--- src/rtl/adsr_envelope.sv ---
// adsr_envelope: per-voice ADSR amplitude envelope generator.
// Note-on/note-off pulses from the note parser are latched until the next
// audio sample strobe; the envelope level takes one step per strobe.
// Level arithmetic runs one bit wider than the level so it can saturate at
// full scale and clamp at zero instead of wrapping.
module adsr_envelope #(
  parameter int ENV_W  = 16,
  parameter int RATE_W = 16
) (
  input  logic              Clk,
  input  logic              Reset_n,
  input  logic              sampleEn,
  input  logic              noteTrig,
  input  logic              noteOff,
  input  logic [RATE_W-1:0] attackRate,
  input  logic [RATE_W-1:0] decayRate,
  input  logic [ENV_W-1:0]  sustainLevel,
  input  logic [RATE_W-1:0] releaseRate,
  output logic [ENV_W-1:0]  envLevel,
  output logic [2:0]        envState,
  output logic              envActive
);

  // Extended width used for all comparisons against full scale / thresholds.
  localparam int EXT = ENV_W + 1;
  localparam logic [EXT-1:0] MAX_EXT = {1'b0, {ENV_W{1'b1}}};

  typedef enum logic [2:0] {
    ST_IDLE    = 3'd0,
    ST_ATTACK  = 3'd1,
    ST_DECAY   = 3'd2,
    ST_SUSTAIN = 3'd3,
    ST_RELEASE = 3'd4
  } state_t;

  state_t           state_reg, state_next;
  logic [ENV_W-1:0] level_reg, level_next;
  logic             trig_pend_reg, trig_pend_next;
  logic             off_pend_reg, off_pend_next;

  // Effective events: a live pulse or one held over from an earlier cycle.
  logic trig_e;
  logic off_e;

  // Step arithmetic, all evaluated every cycle; the FSM picks what it needs.
  logic [EXT-1:0]   level_ext;
  logic [EXT-1:0]   attack_sum;
  logic [EXT-1:0]   decay_thresh;
  logic [EXT-1:0]   release_ext;
  logic             attack_sat;
  logic             decay_done;
  logic             release_done;
  logic [ENV_W-1:0] decay_step;
  logic [ENV_W-1:0] release_step;

  assign trig_e = noteTrig | trig_pend_reg;
  assign off_e  = noteOff  | off_pend_reg;

  assign level_ext    = EXT'(level_reg);
  assign attack_sum   = level_ext + EXT'(attackRate);
  assign decay_thresh = EXT'(sustainLevel) + EXT'(decayRate);
  assign release_ext  = EXT'(releaseRate);

  assign attack_sat   = (attack_sum >= MAX_EXT);
  assign decay_done   = (level_ext <= decay_thresh);
  assign release_done = (level_ext <= release_ext);

  // The subtractions below are only selected when the level is strictly
  // above the subtrahend, so they can never underflow when used.
  assign decay_step   = level_reg - ENV_W'(decayRate);
  assign release_step = level_reg - ENV_W'(releaseRate);

  // Pending-event latches: latest pulse wins, trig beats a coincident off,
  // and every sample strobe consumes whatever is pending.
  always_comb begin
    trig_pend_next = trig_pend_reg;
    off_pend_next  = off_pend_reg;
    if (sampleEn) begin
      trig_pend_next = 1'b0;
      off_pend_next  = 1'b0;
    end else if (noteTrig) begin
      trig_pend_next = 1'b1;
      off_pend_next  = 1'b0;
    end else if (noteOff) begin
      trig_pend_next = 1'b0;
      off_pend_next  = 1'b1;
    end
  end

  // Next state and level: events first, otherwise one step of the current phase.
  always_comb begin
    state_next = state_reg;
    level_next = level_reg;
    if (sampleEn) begin
      if (trig_e) begin
        // Retrigger keeps the current level so the attack starts smoothly.
        state_next = ST_ATTACK;
      end else if (off_e && (state_reg != ST_IDLE)) begin
        state_next = ST_RELEASE;
      end else begin
        unique case (state_reg)
          ST_IDLE: begin
            level_next = '0;
          end
          ST_ATTACK: begin
            if (attack_sat) begin
              level_next = MAX_EXT[ENV_W-1:0];
              state_next = ST_DECAY;
            end else begin
              level_next = attack_sum[ENV_W-1:0];
            end
          end
          ST_DECAY: begin
            if (decay_done) begin
              level_next = sustainLevel;
              state_next = ST_SUSTAIN;
            end else begin
              level_next = decay_step;
            end
          end
          ST_SUSTAIN: begin
            // Sustain level is live, so changes to it are followed immediately.
            level_next = sustainLevel;
          end
          ST_RELEASE: begin
            if (release_done) begin
              level_next = '0;
              state_next = ST_IDLE;
            end else begin
              level_next = release_step;
            end
          end
          default: begin
            // Unused encodings fall back to a silent idle voice.
            level_next = '0;
            state_next = ST_IDLE;
          end
        endcase
      end
    end
  end

  // State, level and pending-flag registers with synchronous active-low reset.
  always_ff @(posedge Clk) begin
    if (!Reset_n) begin
      state_reg     <= ST_IDLE;
      level_reg     <= '0;
      trig_pend_reg <= 1'b0;
      off_pend_reg  <= 1'b0;
    end else begin
      state_reg     <= state_next;
      level_reg     <= level_next;
      trig_pend_reg <= trig_pend_next;
      off_pend_reg  <= off_pend_next;
    end
  end

  assign envLevel  = level_reg;
  assign envState  = state_reg;
  assign envActive = (state_reg != ST_IDLE);

endmodule

--- config.mk ---
export PLATFORM = sky130hd
export DESIGN_NAME = adsr_envelope
export DESIGN_NICKNAME = d
export VERILOG_FILES = /design/src/rtl/adsr_envelope.sv
export SDC_FILE = /design/constraint.sdc
export NUM_CORES = 1
export LEC_CHECK = 0
export ABC_AREA = 1
export BUFFER_PORTS_ARGS = -buffer_cell sky130_fd_sc_hd__buf_2
export CAP_MARGIN = 20
export CORE_MARGIN = 2
export CORE_UTILIZATION = 30
export CTS_BUF_LIST = sky130_fd_sc_hd__clkbuf_2
export DETAILED_ROUTE_END_ITERATION = 8
export SYNTH_ARGS = -nofsm -noshare
export SYNTH_HDL_FRONTEND = slang
export SYNTH_SLANG_ARGS = --single-unit
export TNS_END_PERCENT = 20
--- constraint.sdc ---
create_clock -name Clk -period 3.9 [get_ports Clk]
set_input_delay 0.78 -clock Clk [delete_from_list [all_inputs] [get_ports Clk]]
set_output_delay 0.78 -clock Clk [all_outputs]
set_load 0.05 [all_outputs]
; Word-level counts from Yosys, hierarchy flattened
; Cells that the tools add are included.
[word_totals]
output_inout_bits = 20
word_cells = 45
ff_bits = 21
input_bits = 69
[op_classes]
n_mux = 12
magnitude_cmp = 3
addsub = 4
bitwise = 5
reduce_logical = 9
eq_ne = 8
[ops]
columns = op, n
row1 = 16-bit case mux with 4 select lines, 1
row2 = 16-bit two-way mux, 3
row3 = 16-bit by 16-bit adder with 17-bit output, 2
row4 = 16-bit subtractor, 2
row5 = "17-bit by 16-bit >= comparator with 1-bit output, second input constant", 1
row6 = 16-bit by 17-bit less-or-equal comparator with 1-bit output, 1
row7 = 16-bit less-or-equal comparator, 1
row8 = 3-bit two-way mux, 5
row9 = "4-bit != test, second input constant", 3
row10 = 3-bit case mux with 4 select lines, 1
row11 = "3-bit by 2-bit equality test with 1-bit output, second input constant", 2
row12 = 5-bit AND reduction, 1
row13 = 2-bit OR reduction, 2
row14 = "3-bit by 1-bit equality test with 1-bit output, second input constant", 1
row15 = "3-bit equality test, second input constant", 1
row16 = 3-bit zero test, 1
row17 = "3-bit by 1-bit != test with 1-bit output, second input constant", 1
row18 = 1-bit inverter, 3
row19 = 3-bit AND reduction, 1
row20 = 3-bit nonzero test, 1
row21 = 3-bit OR reduction, 1
row22 = 1-bit two-way mux, 2
row23 = 1-bit OR, 2
row24 = 2-bit nonzero test, 1
row25 = 1-bit logical AND, 1

; Depth between registers and ports, before layout
[depth]
depth_word = 6
depth_mapped = 26
depth_no_buf = 25

; Worst setup path after synthesis
; OpenSTA, ideal clock, no wires.
[synth_timing]
path_type = input to register
start = in decayRate[0]
end = reg level_reg[11] (netlist: envLevel[11])
t_required_ps = 3758
cell_stages = 22
path_slack_ps = 178
setup_ps = 142
t_arrival_ps = 3580
path_buffers = 1
cell_sequence = ha_1 fa_1 nand3_1 nand2_1 nand3_1 o21ai_1 nand3_1 nand2_1 xor2_1 ha_1 inv_1 nor4_1 nand4_1 nor3_1 nor2_4 nand2_2 buf_2 nand2_1 nand3_1 nand3_1 nand2_1 a21oi_2
[synth_via]
elab_chain_cells = 4
word_cells_on_any_way = 5
classes_between = add/sub: 2 / order compare: 1 / mux: 2
[synth_lines]
columns = element, line
row1 = from (decl), 16  ; input logic [RATE_W-1:0] decayRate,
row2 = 16-bit by 16-bit adder with 17-bit output, 61  ; assign decay_thresh = EXT'(sustainLevel) + EXT'(decayRate);
row3 = 16-bit by 17-bit less-or-equal comparator with 1-bit output, 65  ; assign decay_done = (level_ext <= decay_thresh);
row4 = 16-bit two-way mux (*), 114  ; if (decay_done) begin
row5 = 16-bit case mux with 4 select lines (*), 101  ; unique case (state_reg)
row6 = to (signal assigned), 152  ; level_reg <= level_next;
row7 = to (decl), 37  ; logic [ENV_W-1:0] level_reg, level_next;
; Every way passes the cells marked *; elsewhere a longest branch is shown, timed or not.
; A chain may end at the register's enable or synchronous reset.

; Final worst setup path
[layout_timing]
start = in decayRate[0]
end = reg state_reg[2] (netlist: envState[2])
[layout_via]
elab_chain_cells = 4
[layout_lines]
columns = element, line
row1 = 16-bit by 16-bit adder with 17-bit output, 61
row2 = 16-bit by 17-bit less-or-equal comparator with 1-bit output, 65
row3 = 4-bit != test (no line), --
row4 = 5-bit AND reduction (no line), --
row5 = to (signal assigned), 151  ; state_reg <= state_next;
row6 = to (decl), 36  ; state_t state_reg, state_next;
; Every way passes these cells.

==> run summary <==
CP max FO: 17
Design Area, Final: 0.00638 mm^2
largest family of logic cells by synthesized area: simple AND/OR/NAND/NOR gates
Worst Hold Depth: 2
chip width: 138 um
Static Leak: 3.61 nW
Comb power frac: 68.0%
GP Congestion: 0.929
Period minus WS final: 3.57 ns
post-placement cell area: 0.00633 mm^2
detail-routed via count per cell: 4.79
Hold/Removal Path Class: reg -> reg
M1 WL: 8120 um
final hold vios: 0
maximum root-to-sink buffer count: 2
worst vdd ir: 56.6 uV
CTS Buf Count: 3
Total Nets Final: 1,182
setup repair after global routing missed its margin: yes
CP bufs+invs: 4
Post-Syn Nets: 1,070
worst skew pair latency: 0.35 ns
Avg Synthesized Cell Area: 5.90 um^2
Die Height: 138 um
placed cell count: 1,254
synth warn: 0
CTS root buf: clkbuf_2
post-synthesis adder-cell area fraction: 19.7%
proportion of layout cells with a drive suffix above 1: 18.2%
sequential power share: 22.9%
post-route setup slack: 0.325 ns
clk_skew: 0.0162 ns
Top Layer Used: met4
outcome: completed
WL/cell: 13.3 um
Pint: 0.000536 W
clock network fraction of design power: 9.1%
CTS tree: yes
required time of the worst setup path: 4.18 ns
cell area after synthesis: 0.00541 mm^2
NetSw: 0.000535 W
Setup crit end kind: flip-flop
Total Die Area: 0.0191 mm^2
postcts setup bufs: 0
# clock sinks: 21
WL final: 16,700 um
DR iter-0 viols: 346
Top FF cell, synth: dfxtp_1
headroom to the max-slew limit: 33.9%
number of global-route vias before repair: 5,796
H-tree levels: 1
drt first pass iters: 5
cell mode on critical path: nand2_1
CP top delay family: simple AND/OR/NAND/NOR gates
Max Cap Violations: 0
max FFs per register: 16
Compound-Gate Fraction of Synth Area: 15.5%
Synth Area in Simple Gates: 38.5%
WS Path Type: in -> reg
Seq cells post-synth: 21
IO Count: 89
Net Sw Frac: 50.0%
Resized cells post-CTS: 0
I/O Buffers: 88
vias: 6,033
Worst R2R Path Depth: 18
GRT overflow: 0
CP peak stage delay: 0.39 ns
Slew Limit Fails: 0
Worst path slowest cell: fa_1
Post-CTS Hold Buffers: 0
Slew @ Worst Pin: 0.987 ns
sequential element share of the synthesized area: 7.77%
num rows: 49
first-pass GRT wire length: 27,900 um
crit path DAT: 3.86 ns
post-synth cell types: 44
Critical Path Start Type: primary input
pin count of the biggest net entering global routing: 19
Syn Inst Count: 918
Setup WS pre-CTS: -0.170 ns
DRC: 0
Clock transition at path regs: 0.20 ns
Critical Path Stages: 26
fmax: 280 MHz
fin crit share: 91.7%
Post-synth EDFFs: 0
pwr/cell area: 168 mW/mm^2
GRT Total Usage: 17.5%
core area: 0.0178 mm^2
Initial Util: 30.3%
met2 WL: 7740 um
multiplexer share of the synthesized area: 0%
Post-DRT Antenna Nets: 0
Design Power: 0.00107 W
P&R area growth vs syn: 17.8%
Synth Area in XOR/XNOR: 6.31%
Final Non-Filler Cells: 1,259
Final setup viols: 0
ys async rst share: 0%
initial antenna violation count: 1
DP Wirelength: 14,700 um
WL met3: 559 um
Layout Utilization: 35.7%
-- cells in the final DEF, fill, tap and decap left out, types with 2 or more instances in the layout --
master      n
nand2_1   245
inv_1     145
nand3_1    92
buf_2      88
ha_1       79
a21oi_1    64
nor2_1     62
buf_4      30
xor2_1     29
o21ai_0    23
dfxtp_1    21
a21oi_2    15
nand3_2    13
nor3_1     12
xnor2_1    10
inv_2       9
nand3b_1    9
nand4_1     8
nand2_2     8
nor2_2      8
o22ai_1     8
a21o_1      5
o21bai_1    4
a31oi_1     4
o21ai_1     4
fa_1        4
clkbuf_2    4
a211oi_1    3
nor3_2      3
o21a_1      2
a22oi_1     2
or2_2       2
buf_12      2
-- cell type report --
type / instances / area, um^2
inverters: 155 / 582
multi-input cells: 729 / 4360
repair buffers: 120 / 706
diodes: 1 / 2.50
well taps: 229 / 287
clock buffers: 4 / 20.0
fillers: 2040 / 11500
flip-flops and latches: 21 / 420
-- metrics by stage --
stage | setup TNS [ns] | hold slack (ns)
5_1_grt | -0.00691 | 0.580
2_1_floorplan | 0 | 0.513
6_report | 0 | 0.526
3_3_place_gp | -1.13 | 0.502
3_5_place_dp | -1.60 | 0.509
4_1_cts | 0 | 0.532
-- routing by layer --
layer  up-vias  track usage, %
met2       124            29.8
met1      2656            24.1
met5         -               0
met4         0            4.78
li1       3238               -
met3        15           0.797
-- final timing paths --
kind,startpoint,end,slack (ns)
max,decayRate[0],envState[2],0.33
min,envLevel[0],envLevel[0],0.53
max reg2reg,envLevel[1],envState[0],0.88
min reg2reg,envLevel[0],envLevel[0],0.53
-- worst min-delay path, stage by stage (launching register included) --
cell	delay (ns)
dfxtp_1	0.37
nand2_1	0.07
a21oi_1	0.06
-- power groups by stage --
stage	combinational, W	clock [W]	sequential (W)
after floorplan	0.000479	0	0.000271
final	0.000728	0.0000973	0.000246
after detailed placement	0.000721	0	0.000250
after global placement	0.000716	0	0.000250
after global routing	0.000825	0.000108	0.000248
after CTS	0.000724	0.000102	0.000246
-- logic make-up after synthesis --
family | count (synthesis)
AND/OR/NAND/NOR | 466
XOR/XNOR | 39
adder cells (fa/ha/maj) | 83
AO/OA/AOI/OAI | 141
buffers and inverters | 168
flip-flops | 21
-- synthesized netlist by cell type (all sizes together), types with 3 or more instances --
library cell	count	area share [%]
nand2	253	18
inv	154	11
nand3	105	11
a21oi	79	8.3
ha	79	18
nor2	71	5.4
xor2	29	4.7
o21ai	27	2.5
dfxtp	21	7.8
nor3	15	1.5
xnor2	10	1.6
nand3b	9	1.2
nand4	8	0.92
o22ai	8	0.92
buf	7	0.99
clkbuf	6	0.42
a21o	5	0.69
a31oi	5	0.69
o21bai	5	0.69
fa	4	1.5
a211oi	3	0.42
or2	3	0.39
Power figures use the tool's default switching activity.
